## config.mk

```make
export PLATFORM = sky130hd
export DESIGN_NAME = dma_ctrl_mc
export DESIGN_NICKNAME = d
export VERILOG_FILES = /design/src/rtl/dma_ctrl_mc.sv
export SDC_FILE = /design/constraint.sdc
export NUM_CORES = 1
export LEC_CHECK = 0
export CORE_ASPECT_RATIO = 0.9
export CORE_MARGIN = 4
export CORE_UTILIZATION = 45
export DETAILED_ROUTE_END_ITERATION = 10
export PLACE_DENSITY = 0.77
export SLEW_MARGIN = 20
export SYNTH_ARGS = -nofsm -noshare
export SYNTH_HDL_FRONTEND = slang
export SYNTH_SLANG_ARGS = --single-unit
```

## constraint.sdc

```tcl
create_clock -name clk -period 3.4 [get_ports clk]
set_input_delay 0.51 -clock clk [delete_from_list [all_inputs] [get_ports clk]]
set_output_delay 0.51 -clock clk [all_outputs]
set_load 0.03 [all_outputs]
```

## src/rtl/dma_ctrl_mc.sv

```systemverilog
// Multi-channel DMA controller: per-channel descriptors, round-robin channel
// selection and read-then-write transfers (single or burst) on a shared bus.
module dma_ctrl_mc #(
  parameter int NCH    = 2,
  parameter int ADDR_W = 10,
  parameter int DATA_W = 8,
  parameter int CNT_W  = 4
) (
  input  logic                  clk,
  input  logic                  reset_,
  input  logic [NCH-1:0]        dreq_,
  input  logic [NCH*ADDR_W-1:0] dsaddr,
  input  logic [NCH*ADDR_W-1:0] ddaddr,
  input  logic [NCH*2-1:0]      dmode,
  input  logic [NCH*CNT_W-1:0]  dcnt,
  output logic [NCH-1:0]        eop_,
  output logic [NCH-1:0]        busy,
  output logic                  breq_,
  input  logic                  bgrt_,
  output logic [ADDR_W-1:0]     addr,
  output logic                  rw_,
  output logic [DATA_W-1:0]     wdata,
  input  logic [DATA_W-1:0]     rdata
);
  localparam int IW = (NCH > 1) ? $clog2(NCH) : 1;

  typedef enum logic [2:0] {S_IDLE, S_REQ, S_RD, S_WR, S_DONE} state_t;

  state_t            r_state;
  logic [IW-1:0]     r_cur;
  logic [IW-1:0]     r_rr;
  logic [NCH-1:0]    r_busy;
  logic [NCH-1:0]    r_eopN;
  logic              r_breqN;
  logic              r_rw;
  logic [ADDR_W-1:0] r_addr;
  logic [DATA_W-1:0] r_wdata;
  logic [ADDR_W-1:0] r_src  [NCH];
  logic [ADDR_W-1:0] r_dst  [NCH];
  logic [1:0]        r_mode [NCH];
  logic [CNT_W-1:0]  r_rem  [NCH];

  logic              w_found;
  logic [IW-1:0]     w_pick;
  logic [IW-1:0]     w_pickNext;
  logic [1:0]        w_mode;
  logic [ADDR_W-1:0] w_srcNext;
  logic [ADDR_W-1:0] w_dstNext;

  // The second pass (channels at or after r_rr) overrides the first, so the
  // lowest busy index in rotation order starting from r_rr wins.
  always_comb begin
    w_found = 1'b0;
    w_pick  = '0;
    for (int i = NCH-1; i >= 0; i--) begin
      if (r_busy[i] && (i < int'(r_rr))) begin
        w_found = 1'b1;
        w_pick  = IW'(i);
      end
    end
    for (int i = NCH-1; i >= 0; i--) begin
      if (r_busy[i] && (i >= int'(r_rr))) begin
        w_found = 1'b1;
        w_pick  = IW'(i);
      end
    end
    w_pickNext = (int'(w_pick) == NCH-1) ? '0 : w_pick + IW'(1);
  end

  always_comb begin
    w_mode    = r_mode[r_cur];
    w_srcNext = (w_mode == 2'd3) ? r_src[r_cur] : r_src[r_cur] + ADDR_W'(1);
    w_dstNext = (w_mode == 2'd2) ? r_dst[r_cur] : r_dst[r_cur] + ADDR_W'(1);
  end

  always_ff @(posedge clk or negedge reset_) begin
    if (!reset_) begin
      r_state <= S_IDLE;
      r_cur   <= '0;
      r_rr    <= '0;
      r_busy  <= '0;
      r_eopN  <= '1;
      r_breqN <= 1'b1;
      r_rw    <= 1'b1;
      r_addr  <= '0;
      r_wdata <= '0;
      for (int i = 0; i < NCH; i++) begin
        r_src[i]  <= '0;
        r_dst[i]  <= '0;
        r_mode[i] <= '0;
        r_rem[i]  <= '0;
      end
    end else begin
      r_eopN <= '1;
      for (int i = 0; i < NCH; i++) begin
        if (!dreq_[i] && !r_busy[i]) begin
          r_src[i]  <= dsaddr[i*ADDR_W +: ADDR_W];
          r_dst[i]  <= ddaddr[i*ADDR_W +: ADDR_W];
          r_mode[i] <= dmode[i*2 +: 2];
          r_rem[i]  <= dcnt[i*CNT_W +: CNT_W];
          r_busy[i] <= 1'b1;
        end
      end
      unique case (r_state)
        S_IDLE: begin
          r_breqN <= 1'b1;
          if (w_found) begin
            r_cur   <= w_pick;
            r_rr    <= w_pickNext;
            r_breqN <= 1'b0;
            r_state <= S_REQ;
          end
        end
        S_REQ: begin
          if (!bgrt_) begin
            r_addr  <= r_src[r_cur];
            r_rw    <= 1'b1;
            r_state <= S_RD;
          end
        end
        S_RD: begin
          r_addr  <= r_dst[r_cur];
          r_rw    <= 1'b0;
          r_state <= S_WR;
        end
        S_WR: begin
          r_rw <= 1'b1;
          // Losing the grant here drops the write; the read is redone after regrant.
          if (bgrt_) begin
            r_state <= S_REQ;
          end else begin
            r_wdata      <= rdata;
            r_src[r_cur] <= w_srcNext;
            r_dst[r_cur] <= w_dstNext;
            if (r_rem[r_cur] == '0) begin
              r_breqN        <= 1'b1;
              r_eopN[r_cur]  <= 1'b0;
              r_busy[r_cur]  <= 1'b0;
              r_state        <= S_DONE;
            end else begin
              r_rem[r_cur] <= r_rem[r_cur] - CNT_W'(1);
              if (w_mode == 2'd0) begin
                r_breqN <= 1'b1;
                r_state <= S_IDLE;
              end else begin
                r_addr  <= w_srcNext;
                r_state <= S_RD;
              end
            end
          end
        end
        S_DONE: begin
          r_breqN <= 1'b1;
          r_state <= S_IDLE;
        end
        default: r_state <= S_IDLE;
      endcase
    end
  end

  assign eop_  = r_eopN;
  assign busy  = r_busy;
  assign breq_ = r_breqN;
  assign addr  = r_addr;
  assign rw_   = r_rw;
  // Read data only becomes valid during WR, so it is forwarded straight onto
  // the bus then; r_wdata keeps the last committed value for other states.
  assign wdata = (r_state == S_WR) ? rdata : r_wdata;

endmodule
```

==> results.txt <==
----------------------------------------------------
[Status]
  Outcome ... finished clean

[Worst hold path]
  Path type of the worst min-delay path ... in2async

[Finish]
  Layout cells sized above 1 ... ~14%
  Area of combinational cells with multiple inputs ... between 0.002 and 0.003 mm2
  Post-route standard cell area excluding fillers ... about 0.0063 mm2
  Signed area change from the synthesized netlist to the final layout ... 27.52%
  Ant diodes ... 0
  Layout filler cell count ... between 900 and 1000
  Net total in the final layout ... ~650
  Sequential standard cell area ... approximately 0.0020 mm2

[Critical path]
  Required time of the critical path ... between 2000 and 3000 ps
  Path type of the worst setup path ... reg2out
  Startpoint type of the worst setup path ... flop
  Setup slack of the worst register-to-register path ... 660 ps
  Kind of capture point of the worst setup path ... output pin
  Peak fanout along the critical path ... 9
  Arrival time worst endpoint ... 2250 ps

[Detailed routing]
  Starting DRT DRC Count ... between 400 and 500
  Per-cell via count in the routed design ... 6.021
  Number of search-and-repair iterations in the first detailed-routing pass ... 5
  Post-route antenna net violation count ... 0
  Remaining routing DRC violations ... 0
  Total wirelength of the detailed-routed design ... around 14 mm
  Routed length per instance ... 19.30 um
  Total via count after detailed routing ... 4281

[Clock network]
  Number of levels in the clock H-tree ... 3
  Sink Count ... roughly 80
  Cell chosen for the clock root ... clkbuf_16
  Post-CTS Setup Bufs ... 0
  CTS clk-pin slew, worst paths ... around 60 ps
  Cts bufs inserted ... 9
  Gates resized, CTS repair ... 0
  CTS Hold Bufs ... 0
  Clk buf depth ... 2
  TritonCTS clock tree ... built
  Clock insertion delay at the later pin of the skew report ... roughly 340 ps

[Synthesis]
  Multiplexer share of the synthesized area ... between 10% and 20%
  Fraction of the mapped netlist area in simple logic gates ... around 17%
  Main combinational cell family by area after synthesis ... compound AO/OA/AOI/OAI gates
  Count of different cell masters after synthesis ... 70
  Area fraction in compound gates after synthesis ... a little under a fifth
  Xor/xnor share of the synthesized area ... 3.210%
  Most used flip-flop cell after synthesis ... dfrtp_1
  Share of the yosys chip area belonging to registers ... approximately 41%
  Post-Syn Nets ... about 560
  Share of synthesized cell area in full adder, half adder and majority cells ... less than 1%
  Cell area after synthesis ... 0.004911 mm2
  Yosys warning count ... 0
  EDFF count, synth ... 0
  Post-Syn Instances ... 494
  Synthesis-stage register bit count ... just over 80
  Avg Synthesized Cell Area ... between 9 and 10 um2
  Share of flip-flops with an asynchronous set or reset after synthesis ... 100.0%

[Floorplanning]
  Rows ... 35
  Die area ... approximately 0.013 mm2
  Standard cell core area ... 0.01047 mm2
  I/O pin cnt ... 89
  Floorplan die height ... around 110 um
  Die X-Extent ... between 100 and 150 um
  Initial Util ... a little under half

[Power and ir drop]
  Power Dens Cells ... 982.9 mW/mm2
  Switching share of total power ... between 40% and 50%
  Reported leakage power ... roughly 2.5 nW
  Net switching power ... about 2.6 mW
  Max VDD drop ... 0.0004934 V
  Clock power share ... 18.8%
  Internal power component ... 3.596 mW
  Proportion of power drawn by flip-flops and latches ... 30.1%
  Logic pwr share ... 51.1%

[STA]
  Unrepaired setup endpoints after global routing ... false
  Max-slew violations ... 0
  Setup Viol. Count Final ... 0
  Part of the cycle the worst path needs ... 81.05%
  Setup TNS after final layout ... 0 ps
  Setup skew after layout ... approximately 5.2 ps
  Hold Vio Cnt, Final ... 0
  Worst hold slack ... approximately 190 ps
  Actual transition at the worst max-transition pin ... between 700 and 800 ps
  Slew HR ... 48.75%
  Timing-limited maximum frequency ... around 0.36 GHz
  Shortest clock period the worst path allows after layout ... around 2800 ps

[Global route]
  Global-route wire length before repair ... around 22 mm
  Via count of the first global-routing pass ... between 4000 and 5000
  Aggregate global-route resource usage ... between 20% and 30%
  Number of antenna violations at the first check in global routing ... 0
  Residual overflow from global routing ... 0
  Maximum number of pins on one net before global-route repair ... 82

[Run]
  Count of max-cap constraint violations ... 0

[Placed design]
  Total placed instance area ... 0.005903 mm2
  Port bufs ... 88
  Detailed Place HPWL ... approximately 10 mm
  Last weighted congestion value of the routability-driven placer ... 0.8730

----------------------------------------------------
## worst max-delay path, cell delays in order, from the launching register on
cell and delay, ps:
dfrtp_1 480, nand3b_1 400, mux2_2 360, clkdlybuf4s50_1 670
## Yosys cell counts, types with 3 or more instances
cell      count  area share [%]
o22ai_1       4            0.51
a21o_1        5            0.76
a21oi_1      52             5.3
nor2b_1      18             2.3
o21ai_0      16             1.6
buf_4         3            0.46
mux2i_1      34             6.9
nand2_1      36             2.8
mux2_2       31             7.1
xor2_1        7             1.2
xnor2_1      11             2.0
ha_1          3            0.76
clkbuf_1     13            0.99
nand2b_1      5            0.64
and3b_1       3            0.54
and2_1       18             2.3
dfrtp_1      77              39
inv_1         7            0.54
buf_2        11             1.1
nor2_1       19             1.5
dfstp_2       4             2.1
nor3_1        7            0.71
nand3_1       8            0.82
a211oi_1     32             4.9
and3_1        4            0.51
a31oi_1       7            0.89
nand3b_1      6            0.92
## state kept, by name, indices dropped and copies added (netlist names)
register	flops
r_src	20
busy	2
r_wdata	8
r_state	3
r_dst	20
eop_	2
breq_	1
r_rr	1
r_rem	8
addr	10
r_mode	4
rw_	1
r_cur	1
## power by group through the flow
stage               Clock, mW  Sequential (mW)  Combinational, mW
floorplan                   0             1.82               2.21
global placement            0             1.83               3.05
detailed placement          0             1.85               3.13
CTS                      1.17             1.84               3.15
global route             1.20             1.91               3.43
finish                   1.15             1.85               3.15
## routing by layer
layer	wire length [um]	share of wire, %	up-vias	global-route usage (%)
met3	924	6.7	24	5.169
li1	-	-	1988	-
met1	5943	43	2111	29.15
met5	0	0	-	0
met4	301	2.2	0	8.117
met2	6549	48	158	35.29
## cells in the final DEF, fill, tap and decap left out, types with 11 or more instances in the layout
cell type,synthesis,layout
nand2_1,36,36
mux2i_1,34,34
clkdlybuf4s50_1,0,87
and2_1,18,18
mux2_2,31,31
buf_4,3,15
nor2_1,19,17
nor2b_1,18,18
a21oi_1,52,52
o21ai_0,16,16
xnor2_1,11,11
a211oi_1,32,32
dfrtp_1,77,76
## cell type report
cell class | instances | share of cell area [%]
multi-input combinational | 375 | 42.98
inverter | 7 | 0.4196
sequential | 81 | 32.47
timing repair buffer | 103 | 15.88
clock inverter | 4 | 1.578
clock buffer | 12 | 4.096
tap | 129 | 2.577
## through the flow
step	cells	power, mW	utilization, %	setup WS [ps]
final	711	6.155	59.83	644.2
after floorplan	494	4.036	-	893.7
after global placement	695	4.880	56.40	824.3
after CTS	711	6.164	59.80	647.5
after detailed placement	695	4.975	56.40	721.2
after global routing	711	6.544	59.83	424.3
## cell families after synthesis
| logic type | after synthesis |
|---|---|
| AOI/OAI and AO/OA | 142 |
| xor gates and xnor gates | 18 |
| adders and majority gates | 3 |
| buffers and inverters | 38 |
| DFF | 81 |
| muxes | 66 |
| and+or+nand+nor | 146 |
## final timing paths
path,start,end,cells after the start
worst max register to register,r_cur,addr[3],8
min in group clk,r_rr,r_rr,1
max in group asynchronous,reset_,r_cur,1
worst min-delay path,reset_,r_dst[3],1
worst min register to register,r_rr,r_rr,1
worst max-delay path,r_state[1],wdata[6],3
(Power assumes the default switching activity.)
